==> src/rtl/mips_multicycle_ctrl_pkg.sv <==
// Shared encodings for the multi-cycle MIPS controller: opcodes, ALU codes,
// mux selects, FSM states and the decoded-instruction payload.
package mips_multicycle_ctrl_pkg;

    localparam int unsigned OP_W  = 6;
    localparam int unsigned ALU_W = 3;
    localparam int unsigned SEL_W = 2;
    localparam int unsigned ST_W  = 3;
    localparam int unsigned CNT_W = 8;

    localparam logic [OP_W-1:0] OP_OTHER0 = 6'h00;
    localparam logic [OP_W-1:0] OP_J      = 6'h02;
    localparam logic [OP_W-1:0] OP_BEQ    = 6'h04;
    localparam logic [OP_W-1:0] OP_BNE    = 6'h05;
    localparam logic [OP_W-1:0] OP_ADDI   = 6'h08;
    localparam logic [OP_W-1:0] OP_SLTI   = 6'h0a;
    localparam logic [OP_W-1:0] OP_ANDI   = 6'h0c;
    localparam logic [OP_W-1:0] OP_ORI    = 6'h0d;
    localparam logic [OP_W-1:0] OP_XORI   = 6'h0e;
    localparam logic [OP_W-1:0] OP_LUI    = 6'h0f;
    localparam logic [OP_W-1:0] OP_LW     = 6'h23;
    localparam logic [OP_W-1:0] OP_LBU    = 6'h24;
    localparam logic [OP_W-1:0] OP_SB     = 6'h28;
    localparam logic [OP_W-1:0] OP_SW     = 6'h2b;

    localparam logic [OP_W-1:0] OP0_JR    = 6'h08;
    localparam logic [OP_W-1:0] OP0_ADD   = 6'h20;
    localparam logic [OP_W-1:0] OP0_SUB   = 6'h22;
    localparam logic [OP_W-1:0] OP0_AND   = 6'h24;
    localparam logic [OP_W-1:0] OP0_OR    = 6'h25;
    localparam logic [OP_W-1:0] OP0_XOR   = 6'h26;
    localparam logic [OP_W-1:0] OP0_NOR   = 6'h27;
    localparam logic [OP_W-1:0] OP0_SLT   = 6'h2a;
    localparam logic [OP_W-1:0] OP0_ADDM  = 6'h2c;

    localparam logic [ALU_W-1:0] ALU_ADD = 3'h2;
    localparam logic [ALU_W-1:0] ALU_SUB = 3'h3;
    localparam logic [ALU_W-1:0] ALU_AND = 3'h4;
    localparam logic [ALU_W-1:0] ALU_OR  = 3'h5;
    localparam logic [ALU_W-1:0] ALU_NOR = 3'h6;
    localparam logic [ALU_W-1:0] ALU_XOR = 3'h7;

    localparam logic [SEL_W-1:0] PC_SRC_PC4    = 2'd0;
    localparam logic [SEL_W-1:0] PC_SRC_BRANCH = 2'd1;
    localparam logic [SEL_W-1:0] PC_SRC_JUMP   = 2'd2;
    localparam logic [SEL_W-1:0] PC_SRC_RS     = 2'd3;

    localparam logic [SEL_W-1:0] WB_SRC_ALU = 2'd0;
    localparam logic [SEL_W-1:0] WB_SRC_MEM = 2'd1;
    localparam logic [SEL_W-1:0] WB_SRC_LUI = 2'd2;
    localparam logic [SEL_W-1:0] WB_SRC_SLT = 2'd3;

    typedef enum logic [ST_W-1:0] {
        ST_START    = 3'd0,
        ST_FETCH    = 3'd1,
        ST_DECODE   = 3'd2,
        ST_EXEC     = 3'd3,
        ST_MEM      = 3'd4,
        ST_WB       = 3'd5,
        ST_ADDM_MEM = 3'd6,
        ST_TRAP     = 3'd7
    } state_e;

    typedef enum logic [3:0] {
        CLS_ALU, CLS_LUI, CLS_SLT, CLS_LW, CLS_LBU, CLS_SW, CLS_SB,
        CLS_BEQ, CLS_BNE, CLS_J, CLS_JR, CLS_ADDM, CLS_ILLEGAL
    } op_class_e;

    typedef struct packed {
        logic [ALU_W-1:0] alu_op;
        logic             alu_src2;
        logic             rd_src;
        logic             except;
        op_class_e        op_class;
    } decode_t;

    function automatic logic is_req_state(input state_e s);
        return (s == ST_FETCH) || (s == ST_MEM) || (s == ST_ADDM_MEM);
    endfunction

endpackage

==> src/rtl/mips_multicycle_ctrl_decode.sv <==
// Combinational instruction decoder: ALU op, operand/destination selects,
// illegal-instruction flag and an operation class for the sequencer.
module mips_multicycle_ctrl_decode
    import mips_multicycle_ctrl_pkg::*;
(
    input  logic [OP_W-1:0] opcode,
    input  logic [OP_W-1:0] funct,
    output decode_t         dec_c
);

    always_comb begin
        dec_c.alu_op   = ALU_ADD;
        dec_c.alu_src2 = 1'b0;
        dec_c.rd_src   = 1'b0;
        dec_c.except   = 1'b0;
        dec_c.op_class = CLS_ALU;
        case (opcode)
            OP_OTHER0: begin
                case (funct)
                    OP0_ADD:  dec_c.alu_op = ALU_ADD;
                    OP0_SUB:  dec_c.alu_op = ALU_SUB;
                    OP0_AND:  dec_c.alu_op = ALU_AND;
                    OP0_OR:   dec_c.alu_op = ALU_OR;
                    OP0_XOR:  dec_c.alu_op = ALU_XOR;
                    OP0_NOR:  dec_c.alu_op = ALU_NOR;
                    OP0_SLT:  begin dec_c.alu_op = ALU_SUB; dec_c.op_class = CLS_SLT; end
                    OP0_JR:   dec_c.op_class = CLS_JR;
                    OP0_ADDM: dec_c.op_class = CLS_ADDM;
                    default:  begin dec_c.except = 1'b1; dec_c.op_class = CLS_ILLEGAL; end
                endcase
            end
            OP_ADDI: begin dec_c.alu_src2 = 1'b1; dec_c.rd_src = 1'b1; end
            OP_SLTI: begin
                dec_c.alu_op   = ALU_SUB;
                dec_c.alu_src2 = 1'b1;
                dec_c.rd_src   = 1'b1;
                dec_c.op_class = CLS_SLT;
            end
            OP_ANDI: begin dec_c.alu_op = ALU_AND; dec_c.alu_src2 = 1'b1; dec_c.rd_src = 1'b1; end
            OP_ORI:  begin dec_c.alu_op = ALU_OR;  dec_c.alu_src2 = 1'b1; dec_c.rd_src = 1'b1; end
            OP_XORI: begin dec_c.alu_op = ALU_XOR; dec_c.alu_src2 = 1'b1; dec_c.rd_src = 1'b1; end
            OP_LUI:  begin dec_c.alu_src2 = 1'b1; dec_c.rd_src = 1'b1; dec_c.op_class = CLS_LUI; end
            OP_LW:   begin dec_c.alu_src2 = 1'b1; dec_c.rd_src = 1'b1; dec_c.op_class = CLS_LW; end
            OP_LBU:  begin dec_c.alu_src2 = 1'b1; dec_c.rd_src = 1'b1; dec_c.op_class = CLS_LBU; end
            OP_SW:   begin dec_c.alu_src2 = 1'b1; dec_c.op_class = CLS_SW; end
            OP_SB:   begin dec_c.alu_src2 = 1'b1; dec_c.op_class = CLS_SB; end
            OP_BEQ:  begin dec_c.alu_op = ALU_SUB; dec_c.op_class = CLS_BEQ; end
            OP_BNE:  begin dec_c.alu_op = ALU_SUB; dec_c.op_class = CLS_BNE; end
            OP_J:    dec_c.op_class = CLS_J;
            default: begin dec_c.except = 1'b1; dec_c.op_class = CLS_ILLEGAL; end
        endcase
    end

endmodule

==> src/rtl/mips_multicycle_ctrl.sv <==
// Multi-cycle MIPS sequencer: state register, memory-wait timeout counter and
// per-state gating of the decoder's strobes.
module mips_multicycle_ctrl
    import mips_multicycle_ctrl_pkg::*;
#(
    parameter int unsigned MEM_TIMEOUT = 15
) (
    input  logic              clock,
    input  logic              reset,
    input  logic [OP_W-1:0]   opcode,
    input  logic [OP_W-1:0]   funct,
    input  logic              zero,
    input  logic              mem_ready,
    output logic              mem_req,
    output logic              mem_read,
    output logic              word_we,
    output logic              byte_we,
    output logic              ir_we,
    output logic              pc_we,
    output logic [SEL_W-1:0]  pc_src,
    output logic [ALU_W-1:0]  alu_op,
    output logic              alu_src2,
    output logic              rd_src,
    output logic [SEL_W-1:0]  wb_src,
    output logic              writeenable,
    output logic              except,
    output logic [ST_W-1:0]   state
);

    state_e             state_q, state_d;
    logic [CNT_W-1:0]   cnt_q, cnt_d;
    decode_t            dec;
    logic               timeout;
    logic               is_load;
    logic               mem_req_d, mem_read_d, word_we_d, byte_we_d;
    logic               writeenable_d, except_d;
    logic [SEL_W-1:0]   wb_src_d;

    mips_multicycle_ctrl_decode u_decode (
        .opcode (opcode),
        .funct  (funct),
        .dec_c  (dec)
    );

    assign timeout = (cnt_q == CNT_W'(MEM_TIMEOUT));
    assign is_load = (dec.op_class == CLS_LW) || (dec.op_class == CLS_LBU);

    // Next state and wait counter; a ready in the timeout cycle still completes.
    always_comb begin
        state_d = state_q;
        cnt_d   = cnt_q;
        case (state_q)
            ST_START: state_d = ST_FETCH;
            ST_FETCH: begin
                if (mem_ready)    state_d = ST_DECODE;
                else if (timeout) state_d = ST_TRAP;
            end
            ST_DECODE: begin
                if (dec.except)                                              state_d = ST_TRAP;
                else if ((dec.op_class == CLS_J) || (dec.op_class == CLS_JR)) state_d = ST_FETCH;
                else                                                         state_d = ST_EXEC;
            end
            ST_EXEC: begin
                case (dec.op_class)
                    CLS_BEQ, CLS_BNE:               state_d = ST_FETCH;
                    CLS_LW, CLS_LBU, CLS_SW, CLS_SB: state_d = ST_MEM;
                    CLS_ADDM:                       state_d = ST_ADDM_MEM;
                    default:                        state_d = ST_WB;
                endcase
            end
            ST_MEM: begin
                if (mem_ready)    state_d = is_load ? ST_WB : ST_FETCH;
                else if (timeout) state_d = ST_TRAP;
            end
            ST_ADDM_MEM: begin
                if (mem_ready)    state_d = ST_WB;
                else if (timeout) state_d = ST_TRAP;
            end
            ST_WB:   state_d = ST_FETCH;
            default: state_d = ST_TRAP;
        endcase
        if (is_req_state(state_q) && !mem_ready) cnt_d = cnt_q + CNT_W'(1);
        if (is_req_state(state_d) && (state_d != state_q)) cnt_d = '0;
    end

    // Registered strobes are derived from the state being entered.
    always_comb begin
        mem_req_d     = is_req_state(state_d);
        mem_read_d    = (state_d == ST_FETCH) || (state_d == ST_ADDM_MEM) ||
                        ((state_d == ST_MEM) && is_load);
        word_we_d     = (state_d == ST_MEM) && (dec.op_class == CLS_SW);
        byte_we_d     = (state_d == ST_MEM) && (dec.op_class == CLS_SB);
        writeenable_d = (state_d == ST_WB);
        except_d      = (state_d == ST_TRAP);
        wb_src_d      = WB_SRC_ALU;
        if (state_d == ST_WB) begin
            case (dec.op_class)
                CLS_LW, CLS_LBU: wb_src_d = WB_SRC_MEM;
                CLS_LUI:         wb_src_d = WB_SRC_LUI;
                CLS_SLT:         wb_src_d = WB_SRC_SLT;
                default:         wb_src_d = WB_SRC_ALU;
            endcase
        end
    end

    always_ff @(posedge clock or posedge reset) begin
        if (reset) begin
            state_q     <= ST_START;
            cnt_q       <= '0;
            mem_req     <= 1'b0;
            mem_read    <= 1'b0;
            word_we     <= 1'b0;
            byte_we     <= 1'b0;
            writeenable <= 1'b0;
            except      <= 1'b0;
            wb_src      <= WB_SRC_ALU;
        end else begin
            state_q     <= state_d;
            cnt_q       <= cnt_d;
            mem_req     <= mem_req_d;
            mem_read    <= mem_read_d;
            word_we     <= word_we_d;
            byte_we     <= byte_we_d;
            writeenable <= writeenable_d;
            except      <= except_d;
            wb_src      <= wb_src_d;
        end
    end

    // PC/IR writes act on this cycle's ready/zero, so they stay combinational.
    always_comb begin
        ir_we    = 1'b0;
        pc_we    = 1'b0;
        pc_src   = PC_SRC_PC4;
        alu_op   = '0;
        alu_src2 = 1'b0;
        rd_src   = 1'b0;
        case (state_q)
            ST_FETCH: begin
                alu_op = ALU_ADD;
                ir_we  = mem_ready;
                pc_we  = mem_ready;
            end
            ST_DECODE: begin
                alu_op   = dec.alu_op;
                alu_src2 = dec.alu_src2;
                rd_src   = dec.rd_src;
                if (dec.op_class == CLS_J) begin
                    pc_we  = 1'b1;
                    pc_src = PC_SRC_JUMP;
                end else if (dec.op_class == CLS_JR) begin
                    pc_we  = 1'b1;
                    pc_src = PC_SRC_RS;
                end
            end
            ST_EXEC: begin
                alu_op   = dec.alu_op;
                alu_src2 = dec.alu_src2;
                rd_src   = dec.rd_src;
                if (dec.op_class == CLS_BEQ) begin
                    pc_we  = zero;
                    pc_src = PC_SRC_BRANCH;
                end else if (dec.op_class == CLS_BNE) begin
                    pc_we  = !zero;
                    pc_src = PC_SRC_BRANCH;
                end
            end
            ST_MEM, ST_WB: begin
                alu_op   = dec.alu_op;
                alu_src2 = dec.alu_src2;
                rd_src   = dec.rd_src;
            end
            ST_ADDM_MEM: begin
                alu_op = ALU_ADD;
                rd_src = dec.rd_src;
            end
            default: ;
        endcase
    end

    assign state = state_q;

endmodule
==> config.mk <==
export PLATFORM = sky130hd
export DESIGN_NAME = mips_multicycle_ctrl
export DESIGN_NICKNAME = d
export VERILOG_FILES = /design/src/rtl/mips_multicycle_ctrl_pkg.sv /design/src/rtl/mips_multicycle_ctrl_decode.sv /design/src/rtl/mips_multicycle_ctrl.sv
export SDC_FILE = /design/constraint.sdc
export NUM_CORES = 1
export LEC_CHECK = 0
export CORE_MARGIN = 1
export CORE_UTILIZATION = 40
export CTS_CLUSTER_DIAMETER = 120
export CTS_CLUSTER_SIZE = 28
export DETAILED_ROUTE_END_ITERATION = 8
export SYNTH_ARGS = -nofsm -noshare
export SYNTH_HDL_FRONTEND = slang
export SYNTH_HIERARCHICAL = 1
export SYNTH_SLANG_ARGS = --single-unit
==> constraint.sdc <==
create_clock -name clock -period 3.4 [get_ports clock]
set_clock_uncertainty 0.1 [all_clocks]
set_input_delay 0.68 -clock clock [delete_from_list [all_inputs] [get_ports clock]]
set_output_delay 0.68 -clock clock [all_outputs]
set_load 0.005 [all_outputs]
Word-level counts from Yosys, hierarchy flattened
Index checks and enable logic that the tools add are counted.
Word-level totals
  register bits: 19
  input bits: 16
  logic and storage cells: 124
Cells by class
  add/subtract/negate cells: 1
  eq/ne operators: 46
  muxes and demuxes: 35
  reductions and logical operators: 33
Operator list (number)
  equality test 6 bit (second input constant): 12
  one-hot mux 4 bit (11 select lines): 1
  equality test 6 x 4 -> 1 bit (second input constant): 7
  one-hot mux 3 bit (5 select lines): 2
  equality test 3 bit (second input constant): 7
  2-to-1 mux 3 bit: 6
  one-hot mux 3 bit (6 select lines): 1
  equality test 4 x 3 -> 1 bit (second input constant): 4
  equality test 4 bit (second input constant): 4
  2-to-1 mux 8 bit: 2
  one-hot mux 4 bit (4 select lines): 1
  OR reduction 13 bit: 1
  equality test 6 x 3 -> 1 bit (second input constant): 2
  2-to-1 mux 1 bit: 12
  OR reduction 4 bit: 3
  OR reduction 10 bit: 1
  OR reduction 2 bit: 5
  one-hot mux 3 bit (3 select lines): 1
  OR reduction 9 bit: 1
  adder 8 x 1 -> 8 bit (second input constant): 1
  equality test 4 x 2 -> 1 bit (second input constant): 2
  equality test 8 x 4 -> 1 bit (second input constant): 1
  logical OR 1 bit: 8
  2-to-1 mux 2 bit: 4
  19 further kinds: 26

Logic depth before layout (Yosys ltp)
Gate-level depths: netlist of the first run.
  depth in word-level cells: 14
  mapped depth: 11
  depth with buffers taken out: 9

By module
Netlist of the first run, hierarchy kept.
Modules (own cells, without submodules)
  mips_multicycle_ctrl: instances 1, cells an instance 133, area each 1258.7 um^2
  mips_multicycle_ctrl_decode: instances 1, cells an instance 85, area each 523.0 um^2

Worst setup path before layout of the first run
No wires, ideal clock.
  path type: input -> register
  start point: input port opcode[4]
  end point: register wb_src[0]
  library setup time: 0.111 ns
  arrival time: 2.783 ns
  data required time: 3.189 ns
  path slack: 0.405 ns
  stages: 11
  path through: buf_2 > nor2_1 > nand3_1 > a31oi_2 > a221o_1 > and2b_4 > a31oi_1 > o311a_1 > or2_1 > buf_6 > a2111oi_2
RTL lines
  from (decl): line mips_multicycle_ctrl.sv:10  | input logic [OP_W-1:0] opcode,
  to (signal assigned): line mips_multicycle_ctrl.sv:126  | wb_src <= wb_src_d;
  to (decl): line mips_multicycle_ctrl.sv:24  | output logic [SEL_W-1:0] wb_src,

==> results of run 1 <==
-- worst min-delay path, delay by kind of cell (launching register included) --
kind                      cells  cell delay, ns
AOI/OAI and AO/OA             1            0.04
xor gates and xnor gates      1            0.13
DFF                           1            0.39
-- cell usage after synthesis, drive strengths merged (4+ instances only) --
library cell,count,share of area
a21oi,14,0.041
a31oi,12,0.046
o21ai,10,0.030
inv,9,0.019
nand3,9,0.025
or2,4,0.014
nor4,5,0.021
nand2b,16,0.056
and3,4,0.014
a21o,4,0.017
nand2,14,0.029
xor2,6,0.029
nor2b,12,0.046
nor2,19,0.043
dfrtp,19,0.27
buf,10,0.044
-- how the worst max path moves through the flow --
| stage | to | depth (start not counted) | start | slack [ns] |
|---|---|---|---|---|
| after global routing | pc_src[0] | 12 | opcode[5] | -0.09 |
| after floorplan | wb_src[0] | 11 | opcode[4] | 0.41 |
| after CTS | pc_src[0] | 13 | opcode[5] | 0.01 |
| final | pc_src[0] | 14 | opcode[5] | 0.03 |
| after global placement | pc_we | 12 | opcode[3] | -0.71 |
| after detailed placement | pc_we | 11 | opcode[2] | -0.72 |
-- final cells by class --
| type | instances | area [um2] | share of cell area |
|---|---|---|---|
| multi-input cells | 179 | 1390 | 0.480 |
| repair buffers | 111 | 885 | 0.306 |
| flip-flops and latches | 19 | 475 | 0.165 |
| well taps | 50 | 62.6 | 0.0217 |
| clock buffers | 4 | 45.0 | 0.0156 |
| inverters | 9 | 33.8 | 0.0117 |
-- registers in the layout, summed over array words and instances, names as in the netlist --
| signal | flops |
|---|---|
| word_we | 1 |
| mem_req | 1 |
| mem_read | 1 |
| writeenable | 1 |
| except | 1 |
| state | 3 |
| byte_we | 1 |
| wb_src | 2 |
| cnt_q | 8 |
-- power by group --
part | switching (mW) | leakage (nW) | internal [mW]
registers | 0.0467 | 0.252 | 0.269
logic | 0.428 | 1.03 | 0.433
clock network | 0.0756 | 0.0228 | 0.0833
total | 0.550 | 1.30 | 0.786
-- what timing repair did --
action,CTS,global route
gates resized for setup,61,28
cloned,1,0
endpoints found under the setup margin,23,15
hold endpoints to repair,0,0
pin swaps,14,11
setup buffers,14,0
-- kinds of logic (layout without fill, tap and decap cells) --
kind of cell / count (synthesis) / in the layout / share of synthesized area
buf+inv: 20 / 124 / 0.0646
flops: 19 / 19 / 0.267
mux: 3 / 3 / 0.0169
xor+xnor: 9 / 9 / 0.0442
simple gates: 99 / 99 / 0.318
fa+ha+maj: 2 / 2 / 0.0140
compound gates: 66 / 66 / 0.275
-- per-stage QoR --
step,power (mW),utilization,cells
final,1.34,0.697,372
after global routing,1.42,0.697,372
after CTS,1.28,0.675,372
after detailed placement,1.10,0.620,353
after global placement,1.09,0.620,353
after floorplan,0.753,-,218
-- routing by layer --
layer  up-vias  GRT usage
li1       1011          -
met1      1002      0.377
met2        53      0.381
met3         4     0.0493
met4         0     0.0281
met5         -          0
==> impl_results.rst, run 1 <==
.. list-table::
   :header-rows: 1

   * - Metric
     - Value
   * - Boundary pin count
     - 36
   * - Sequential share of the synthesized area
     - 0.267
   * - Most used DFF post-synth
     - dfrtp_1
   * - Area inside the core boundary
     - 4140 um2
   * - Initial cell density of the core
     - 0.430
   * - Req. time, crit path
     - 2.62 ns
   * - Post-synthesis cell count
     - 218
   * - CP max-delay cell
     - a221o_1
   * - Met2 wire length
     - 2510 um
   * - Remaining design rule violation count
     - 0
   * - Routed metal-1 wirelength
     - 2700 um
   * - Proportion of layout cells with a drive suffix above 1
     - 0.404
   * - Final period util
     - 0.991
   * - YS warnings
     - 6
   * - Filler cell count in the final layout
     - 345
   * - Worst-skew pair later-pin latency
     - 0.25 ns
   * - Antenna violations before repair
     - 0
   * - Final instance area
     - 2890 um2
   * - Pwr dens
     - 463 nW/um2
   * - X dimension of the die
     - 68.7 um
   * - Synthesized area per cell
     - 8.17 um2
   * - Routed wirelength normalized by instance count
     - 14.7 um
   * - Deepest level of the CTS H-tree
     - 1
   * - RSZ-0062 raised after global routing
     - true
   * - CTS max path bufs
     - 2
   * - Maximum number of pins on one net before global-route repair
     - 20
   * - Via density
     - 5.56
   * - Final worst setup slack
     - 0.0290 ns
   * - Netlist area before placement
     - 1780 um2
   * - Ant. Diodes
     - 0
   * - Crit Reg-Reg Endpoint
     - wb_src[1]
   * - Total grt overflow
     - 0
   * - Crit path capture type
     - output pin
   * - Crit path max-delay family
     - buffers and inverters
   * - # clock sinks
     - 19
   * - Number of rows in the core area
     - 23
   * - Number of distinct library cells after synthesis
     - 59
   * - Fmax achieved
     - 297 MHz
   * - Die height
     - 68.7 um
   * - Arrival @ worst endpoint
     - 2.59 ns
   * - Depth of the worst hold-timing path
     - 2
   * - Endpoints failing setup
     - 0
   * - Flop2flop setup slack
     - 1.15 ns
   * - Pin slew with the least headroom to its limit
     - 0.728 ns
   * - Commonest non-fill, non-tap cells in the layout
     - buf_4, clkdlybuf4s50_1, dfrtp_1
   * - Hold Path Sink
     - cnt_q[0]
   * - Min-Delay Startpoint
     - cnt_q[0]
   * - Pre-Repair DR Iteration Count
     - 4
   * - Startpoint type of the worst setup path
     - input port
   * - Accumulated negative setup slack
     - 0 ns
   * - List of cells traversed by the critical path
     - buf_8, buf_6, nor2b_4, o21ai_2, nand4_1, buf_4, a221o_1, buf_4, and4b_1, buf_4, a21oi_2, o22a_1, nor2_1, buf_2
   * - Launch instance of the worst register-to-register path
     - state[1]
   * - Maximum fanout along the worst path
     - 6
   * - Maximum single-stage delay on the critical path
     - 0.28 ns
   * - Post-placement worst setup slack
     - -0.722 ns
   * - Type of the worst setup path
     - input port to output pin
   * - Total wirelength of the detailed-routed design
     - 5450 um
   * - Remaining max-slew budget at the tightest pin
     - 0.514
   * - Maximum capacitance violations
     - 0
   * - Nets
     - 341
   * - Post-synthesis sequential element count
     - 19
   * - Number of pins with negative max-slew slack in the final report
     - 0
   * - Clock tree from TritonCTS
     - yes
   * - Global-route wire length before repair
     - 8900 um
   * - Time the worst path needs with I/O delays and setup
     - 3.37 ns
   * - Number of buffers created by CTS
     - 3
   * - Final hold slack
     - 0.497 ns
   * - Placed cell area
     - 2570 um2
   * - Wire length on met3
     - 225 um
   * - Vias in the first global route
     - 1881
   * - Static leakage
     - 1.30 nW
   * - Via count
     - 2070
   * - Clk Tree Root Cell
     - clkbuf_8
   * - Area enclosed by the die boundary
     - 4730 um2
   * - Count of port buffers added during placement
     - 35
   * - Async SR Flop Fraction
     - 1.00
   * - Post-synthesis to final-layout area growth
     - 62.1%
   * - Most common cell after layout, fill and taps aside
     - buf_4
   * - Most numerous cell on the critical path
     - buf_4
   * - Half-perimeter wire length after placement
     - 3940 um
   * - Highest routed metal layer
     - met4
   * - Post-route ant nets
     - 0
   * - Number of nets in the synthesized netlist
     - 236
   * - Clock-pin slew on the worst setup and hold paths
     - 0.07 ns
   * - Worst IR Drop VDD
     - 0.406 mV
   * - Run status
     - finished clean
   * - EDFF count, synth
     - 0
   * - Worst hold-check path type
     - flop to flop
   * - Number of hold buffers added after CTS
     - 0
   * - Count of endpoints failing hold in the final timing report
     - 0
   * - Overall global routing resource usage
     - 0.252
   * - Worst-case reg-to-reg path depth
     - 6
   * - Crit path buffers/inverters
     - 6
   * - Final weighted congestion in routability-driven placement
     - 0.924
   * - Initial DRC count
     - 173
Note: power is estimated with default switching activity, not from simulation.
==> run 2, diff against run 1 <==
--- a/config.mk
+++ b/config.mk
@@ -10,6 +10,7 @@
 export CTS_CLUSTER_DIAMETER = 120
 export CTS_CLUSTER_SIZE = 28
 export DETAILED_ROUTE_END_ITERATION = 8
+export SLEW_MARGIN = 20
 export SYNTH_ARGS = -nofsm -noshare
 export SYNTH_HDL_FRONTEND = slang
 export SYNTH_HIERARCHICAL = 1
==> results of run 2 <==
Same layout as run 1: the final DEF is identical, and so are final timing and power.
